**src/rtl/vm1_bus_slave.sv**
```systemverilog
// Q-bus style slave for the vm1 core: RAM port, two I/O registers (177714/177716),
// and a bus-timeout error for unmapped cycles.

module vm1_bus_slave_lane #(
  parameter int LANE = 0
) (
  input  logic        byte_op,
  input  logic        a0,
  input  logic [15:0] wdata_in,
  output logic        be,
  output logic [7:0]  wbyte
);
  // Byte ops replicate the addressed byte onto both lanes; only the addressed lane is enabled.
  always_comb begin
    be    = !byte_op || (a0 == 1'(LANE));
    wbyte = byte_op ? (a0 ? wdata_in[15:8] : wdata_in[7:0]) : wdata_in[LANE*8 +: 8];
  end
endmodule

module vm1_bus_slave #(
  parameter logic [15:0] RAM_TOP     = 16'o100000,
  parameter int          WAIT_STATES = 0,
  parameter int          TIMEOUT     = 63
) (
  input  logic        clk,
  input  logic        reset_n,
  input  logic        ce,
  input  logic [15:0] addr_i,
  input  logic [15:0] data_i,
  output logic [15:0] data_o,
  input  logic        SYNC,
  input  logic        DIN,
  input  logic        DOUT,
  input  logic        WTBT,
  output logic        RPLY,
  output logic        error_o,
  output logic [14:0] mem_addr,
  output logic [15:0] mem_wdata,
  output logic [1:0]  mem_be,
  output logic        mem_en,
  output logic        mem_we,
  input  logic [15:0] mem_rdata,
  output logic [15:0] port_o,
  input  logic [15:0] sys_i,
  output logic [15:0] sys_o
);
  localparam int          NUM_LANES = 2;
  localparam logic [15:0] PORT_ADDR = 16'o177714;
  localparam logic [15:0] SYS_ADDR  = 16'o177716;

  typedef enum logic [2:0] {
    S_IDLE, S_ACCESS, S_WAIT, S_REPLY, S_TOUT, S_ERR, S_HOLD
  } state_t;

  typedef struct packed {
    logic [15:0] addr;
    logic [15:0] data;
    logic        byte_op;
    logic        wr;
    logic        is_reg;
  } req_t;

  state_t     state, state_n;
  logic [7:0] cnt, cnt_n;
  req_t       req;
  logic       armed, armed_n;
  logic       sync_lost, sync_lost_n;
  logic       start, complete;
  logic       ram_hit, reg_hit, valid_cmd, sel_sys;

  logic [NUM_LANES-1:0]      lane_be;
  logic [NUM_LANES-1:0][7:0] lane_wb;

  assign valid_cmd = DIN ^ DOUT;
  assign ram_hit   = addr_i < RAM_TOP;
  assign reg_hit   = (addr_i[15:1] == PORT_ADDR[15:1]) || (addr_i[15:1] == SYS_ADDR[15:1]);
  assign sel_sys   = req.addr[15:1] == SYS_ADDR[15:1];

  genvar l;
  generate
    for (l = 0; l < NUM_LANES; l++) begin : g_lane
      vm1_bus_slave_lane #(.LANE(l)) u_lane (
        .byte_op  (req.byte_op),
        .a0       (req.addr[0]),
        .wdata_in (req.data),
        .be       (lane_be[l]),
        .wbyte    (lane_wb[l])
      );
    end
  endgenerate

  assign mem_en    = state == S_ACCESS;
  assign mem_we    = mem_en && req.wr;
  assign mem_be    = mem_en ? lane_be : '0;
  assign mem_addr  = req.addr[15:1];
  assign mem_wdata = lane_wb;
  assign RPLY      = state == S_REPLY;
  assign error_o   = state == S_ERR;

  always_comb begin
    state_n     = state;
    cnt_n       = cnt;
    armed_n     = armed;
    sync_lost_n = sync_lost;
    start       = 1'b0;
    complete    = 1'b0;
    case (state)
      S_IDLE: begin
        sync_lost_n = 1'b0;
        if (!SYNC) armed_n = 1'b1;
        else if (armed) begin
          // A new cycle needs IDLE to have seen SYNC low since the last one.
          start   = 1'b1;
          armed_n = 1'b0;
          if (valid_cmd && ram_hit) state_n = S_ACCESS;
          else if (valid_cmd && reg_hit) begin
            state_n = S_WAIT;
            cnt_n   = 8'(WAIT_STATES);
          end else begin
            state_n = S_TOUT;
            cnt_n   = 8'(TIMEOUT);
          end
        end
      end
      S_ACCESS: begin
        if (!SYNC) sync_lost_n = 1'b1;
        state_n = S_WAIT;
        cnt_n   = 8'(WAIT_STATES);
      end
      S_WAIT: begin
        if (!SYNC) sync_lost_n = 1'b1;
        if (cnt == 8'd0) begin
          // The access always completes; only the reply is dropped if the master left.
          complete = 1'b1;
          state_n  = (sync_lost || !SYNC) ? S_IDLE : S_REPLY;
        end else cnt_n = cnt - 8'd1;
      end
      S_REPLY: if (!SYNC) state_n = S_IDLE;
      S_TOUT: begin
        if (!SYNC) state_n = S_IDLE;
        else if (cnt == 8'd0) state_n = S_ERR;
        else cnt_n = cnt - 8'd1;
      end
      S_ERR:  state_n = S_HOLD;
      S_HOLD: if (!SYNC) state_n = S_IDLE;
      default: state_n = S_IDLE;
    endcase
  end

  always_ff @(posedge clk) begin
    if (!reset_n) begin
      state     <= S_IDLE;
      cnt       <= '0;
      req       <= '0;
      armed     <= 1'b0;
      sync_lost <= 1'b0;
      data_o    <= '0;
      port_o    <= '0;
      sys_o     <= '0;
    end else if (ce) begin
      state     <= state_n;
      cnt       <= cnt_n;
      armed     <= armed_n;
      sync_lost <= sync_lost_n;
      if (start) req <= '{addr: addr_i, data: data_i, byte_op: WTBT, wr: DOUT,
                          is_reg: reg_hit && !ram_hit};
      if (complete && !req.wr)
        data_o <= req.is_reg ? (sel_sys ? sys_i : port_o) : mem_rdata;
      if (complete && req.wr && req.is_reg) begin
        for (int i = 0; i < NUM_LANES; i++) begin
          if (lane_be[i]) begin
            if (sel_sys) sys_o[i*8 +: 8]  <= lane_wb[i];
            else         port_o[i*8 +: 8] <= lane_wb[i];
          end
        end
      end
    end
  end
endmodule

```
**config.mk**
```make
export PLATFORM = sky130hd
export DESIGN_NAME = vm1_bus_slave
export DESIGN_NICKNAME = d
export VERILOG_FILES = /design/src/rtl/vm1_bus_slave.sv
export SDC_FILE = /design/constraint.sdc
export NUM_CORES = 1
export LEC_CHECK = 0
export CORE_UTILIZATION = 35
export DETAILED_ROUTE_END_ITERATION = 7
export SLEW_MARGIN = 20
export SYNTH_ARGS = -nofsm -noshare
export SYNTH_HDL_FRONTEND = slang
export SYNTH_SLANG_ARGS = --single-unit
```
**constraint.sdc**
```tcl
create_clock -name clk -period 2.35 [get_ports clk]
set_clock_uncertainty 0.05 [all_clocks]
set_input_delay 0.235 -clock clk [delete_from_list [all_inputs] [get_ports clk]]
set_output_delay 0.235 -clock clk [all_outputs]
set_load 0.05 [all_outputs]
```
# Word-level counts from Yosys, hierarchy flattened
# Cells that the tools add are included.
[op_classes] n_div=0 n_shift=0 n_eq_ne=17 n_bitwise=3 n_mux=31 reduce_logical=31 order_cmp=1 mul=0 add_sub_neg=1
[ops] cell="$mux 8" count=8
[ops] cell="$eq 15x15->1 const B" count=3
[ops] cell="$mux 16" count=2
[ops] cell="$pmux 8 s4" count=1
[ops] cell="$mux 3" count=8
[ops] cell="$pmux 3 s6" count=1
[ops] cell="$lt 16x16->1 const B" count=1
[ops] cell="$reduce_and 4->1" count=4
[ops] cell="$ne 2x2->1 const B" count=7
[ops] cell="$reduce_and 6->1" count=2
[ops] cell="$eq 3x3->1 const B" count=3
[ops] cell="$logic_not 8->1" count=1
[ops] cell="$sub 8x1->8 const B" count=1
[ops] cell="$logic_and 1x1->1" count=7
[ops] cell="$mux 1" count=7
[ops] cell="$eq 3x2->1 const B" count=2
[ops] cell="$mux 6" count=1
[ops] cell="$reduce_and 2->1" count=3
[ops] cell="$logic_not 1->1" count=4
[ops] cell="$logic_or 1x1->1" count=4
[ops] cell="$mux 2" count=2
[ops] cell="$reduce_bool 4->1" count=1
[ops] cell="$reduce_or 2->1" count=2
[ops] cell="$eq 3x1->1 const B" count=1
[ops] cell="other kinds (7)" count=8
[totals] reg_bits=96 out_inout_bits=85 latch_bits=0 memories=0 wordCells=98 romBits=0 ram_bits=0

# Longest topological paths before layout
# Gate-level depths: netlist of the first run.
[depth] depth_word=8 ltp_mapped=9

# By module
# From an unflattened synthesis of the first run, not the netlist that was laid out.
[unflattened] hier_cells=533 hier_area_um2=4758.3
[by_module_without_submodules] mod="vm1_bus_slave" area_per_inst_um2=4481.8 n_inst=1 cells_each=514
[by_module_without_submodules] mod="vm1_bus_slave_lane at g_lane[1].u_lane" area_per_inst_um2=145.1 n_inst=1 cells_each=10
[by_module_without_submodules] mod="vm1_bus_slave_lane at g_lane[0].u_lane" area_per_inst_um2=131.4 n_inst=1 cells_each=9

# Worst setup path after synthesis of the first run
# OpenSTA, ideal clock, no wires.
[synth_timing] kind="reg-to-reg" startpoint="reg cnt[0]" endpoint="reg port_o[14]" t_arrival_ns=1.818 period_less_slack_ns=1.988 path_stages_with_launch=10 required_time_ns=2.181 setup_slack_ns=0.362 cell_sequence="dfxtp_1 -> inv_1 -> ha_1 -> nor4b_2 -> and4_1 -> or3b_1 -> clkbuf_1 -> buf_2 -> nand3_1 -> o21ai_1"
[synth_between] elab_chain_len=6
[synth_rtl] element="from (decl)" line="64" source="logic [7:0] cnt, cnt_n;"
[synth_rtl] element="from (signal assigned)" line="162" source="cnt <= cnt_n;"
[synth_rtl] element="$logic_not 8->1" line="132" source="if (cnt == 8'd0) begin"
[synth_rtl] element="$mux 1" line="132"
[synth_rtl] element="$mux 1" line="107" source="case (state)"
[synth_rtl] element="$logic_and 1x1->1 (2 in a row)" line="169" source="if (complete && req.wr && req.is_reg) begin"
[synth_rtl] element="$reduce_and 4->1 (no line)"
[synth_rtl] element="to (signal, indexed assignment)" line="173" source="else port_o[i*8 +: 8] <= lane_wb[i];"
[synth_rtl] element="to (decl)" line="43" source="output logic [15:0] port_o,"
# Every way passes these cells.
# A chain may end at the register's enable or synchronous reset.

# Worst setup path after layout of the first run
[layout_timing] startpoint="reg state[1]" endpoint="out error_o"
[layout_between] elab_chain_len=1
[layout_rtl] element="from (decl)" line="63" source="state_t state, state_n;"
[layout_rtl] element="from (signal assigned)" line="161" source="state <= state_n;"
[layout_rtl] element="$eq 3x3->1" line="98" source="assign error_o = state == S_ERR;"
[layout_rtl] element="to (decl)" line="36" source="output logic error_o,"
# Every way passes these cells.

==> results.ini, run 1 <==
[cells_and_area]
nets=765
final.fill_count=1181
utilization_pct=52.5
layout_commonest_cell=nand2_1
area_delta_synth_final_pct=44.7
layout_common_cells=nand2_1 (135), clkdlybuf4s50_1 (133), dfxtp_1 (95)
multi_input_area_um2=2410
ff_latch_area_um2=1920
final_cell_area_um2=6700
n_antenna_cell=0
drive_above_1_share_pct=14.3

[power]
ir_drop_v=0.000354
pwr-share-seq_pct=37.6
netSwitchingFraction_pct=35.1
comb_power_share_pct=32.5
leakage_nw=2.39
power.clock.fraction_pct=29.9
p_int_mw=3.25
p_switching_mw=1.76
powerDensity_nw_per_um2=747

[global_route]
grt_start_max_net_pins=35
antenna_found_initial=0
grt_use_total_pct=20.0
grt_pass1_vias=4132
gr-total-overflow=0
grt_pass1_wl_mm=20.9

[timing]
setup_tns_ns=0
rsz0062_at_grt=false
min_period_ns=2.24
fin_ws_ns=0.108
fmax_mhz=446
setup_violations=0
slew_headroom_pct=57.8
finalHoldViolCount=0
fin_crit_sh_pct=95.4
whs_ns=0.290
max_slew.worst_pin.slew_ns=0.632
maxSlewViolCount=0

[clock_network]
cts_buffer_depth=2
cts_buffers=9
clockRootBuffer=clkbuf_16
cts_tree=built
clock_latency_ns=0.34
cts_resized=0
hold_buffers=0
clock_sinks=96
cts_setup_buffers=0
clk_pin_slew_worst_paths_ns=0.07
htreeDepth=3

[yosys]
synth_edf_count=0
synth_cell_types=55
syn_area_um2=4630
yosysTopAreaCell=dfxtp_1
synth-async-reset-ratio_pct=0
ys_seq_elements=96
post_synth.cell_area_avg_um2=8.30
ys.warnings.count=0
ys_top_cells_by_area=dfxtp_1 (42%), nand2_1 (11%), mux2_2 (5.8%)
ys.flop_type=dfxtp_1
synth_top_area_share_pct=41.5
mappedNetlistNets=631
seq_area_frac_synth_pct=41.5
synth_cells=558

[drt]
ant_nets=0
dr.pass1.iters=4
drcViolationCount=0
via_per_inst=5.09
drtIter0Drc=173
num_vias=4423
avgRoutedWirePerCell_um=15.6
wirelength_mm=13.5

[placed_design]
dpl-instance-area_um2=6390
portBuffers=155
post-dp-hpwl_mm=10.3
gp_congestion=0.849
pre_cts_slack_ns=0.0276

[outcome]
status=finished clean

[worst_setup_path]
critical_path_class=flip-flop to output port
arrival_ns=1.96
endpoint_kind=output port
worstSetupStartpointType=flip-flop
crit_fanout=11
critPathRequiredTime_ns=2.07

[floorplanning]
io_pins=156
die_h_um=117
num_rows=41
die_area_um2=13700
die_w_um=117
core_um2=12800
start_util_pct=36.3

[flow_run]
cap_violations=0

[min_path]
worstHoldPathType=input pin to flip-flop

-- metal layers --
| metal | vias up | wire, um | global-route usage, % |
|---|---|---|---|
| met4 | 0 | 287 | 7.93 |
| met1 | 2044 | 6010 | 24.4 |
| met5 | - | 0 | 0 |
| li1 | 2205 | - | - |
| met3 | 18 | 1060 | 5.56 |
| met2 | 156 | 6170 | 33.3 |
-- stage by stage --
stage / cells / power (mW)
floorplan: 558 / 2.96
global placement: 853 / 3.50
detailed placement: 853 / 3.53
CTS: 869 / 5.02
global route: 869 / 5.26
finish: 869 / 5.01
-- sequential cells by signal (all words and copies together), names as in the netlist --
| signal | cells |
|---|---|
| state | 3 |
| sync_lost | 1 |
| mem_addr | 15 |
| req | 20 |
| cnt | 8 |
| data_o | 16 |
| sys_o | 16 |
| armed | 1 |
| port_o | 16 |
-- path summary, 6_finish.rpt --
path / start / end / slack (ns) / cells past startpoint
min reg2reg: data_o[10] / data_o[10] / 0.41 / 2
min: reset_n / cnt[6] / 0.29 / 2
max reg2reg: cnt[0] / port_o[6] / 0.26 / 7
max: state[1] / error_o / 0.11 / 3
-- synth_stat cells (4+ instances only) --
| master | number |
|---|---|
| nand2_1 | 135 |
| buf_1 | 5 |
| a21boi_0 | 30 |
| buf_4 | 16 |
| o21ai_0 | 47 |
| a21boi_1 | 4 |
| a21oi_1 | 8 |
| buf_2 | 9 |
| nand3_1 | 41 |
| clkbuf_1 | 23 |
| o21a_1 | 4 |
| o21ai_1 | 12 |
| dfxtp_1 | 96 |
| nor2_1 | 11 |
| inv_1 | 6 |
| a31oi_1 | 8 |
| mux2_2 | 24 |
| nand4_1 | 5 |
| mux2i_1 | 16 |
| o211ai_1 | 5 |
-- power groups by stage --
stage	Clock [mW]	Sequential (mW)	Combinational (mW)
finish	1.50	1.88	1.63
global route	1.60	1.90	1.76
CTS	1.52	1.88	1.62
detailed placement	0	1.91	1.61
global placement	0	1.91	1.59
floorplan	0	1.95	1.01
-- cell type report --
type / count / area share [%]
Timing Repair Buffer: 177 / 27.2
Sequential cell: 96 / 28.7
Multi-Input combinational cell: 402 / 36.0
Clock buffer: 9 / 3.36
Inverter: 6 / 0.336
Tap cell: 172 / 3.21
Clock inverter: 7 / 1.19
-- critical path, cell delays in order (launching register included) --
cell,delay [ns]
dfxtp_1,0.57
inv_1,0.14
and3_1,0.21
clkdlybuf4s50_1,0.70
-- kinds of logic (layout without fill, tap and decap cells) --
kind of cell,count (synthesis),after routing,share of synthesized area [%]
xor gates and xnor gates,3,3,0.568
AOI/OAI and AO/OA,134,134,19.1
buffers and inverters,60,199,6.57
and+or+nand+nor,223,223,22.5
muxes,40,40,9.29
adders and majority gates,2,2,0.540
DFF,96,96,41.5
Power figures use the tool's default switching activity.
==> run 2: changes to the inputs <==
--- a/config.mk
+++ b/config.mk
@@ -7,6 +7,7 @@
 export LEC_CHECK = 0
 export CORE_UTILIZATION = 35
 export DETAILED_ROUTE_END_ITERATION = 7
+export SKIP_LAST_GASP = 1
 export SLEW_MARGIN = 20
 export SYNTH_ARGS = -nofsm -noshare
 export SYNTH_HDL_FRONTEND = slang
==> results of run 2 <==
The final DEF is identical to that of run 1; final timing and power are the same.
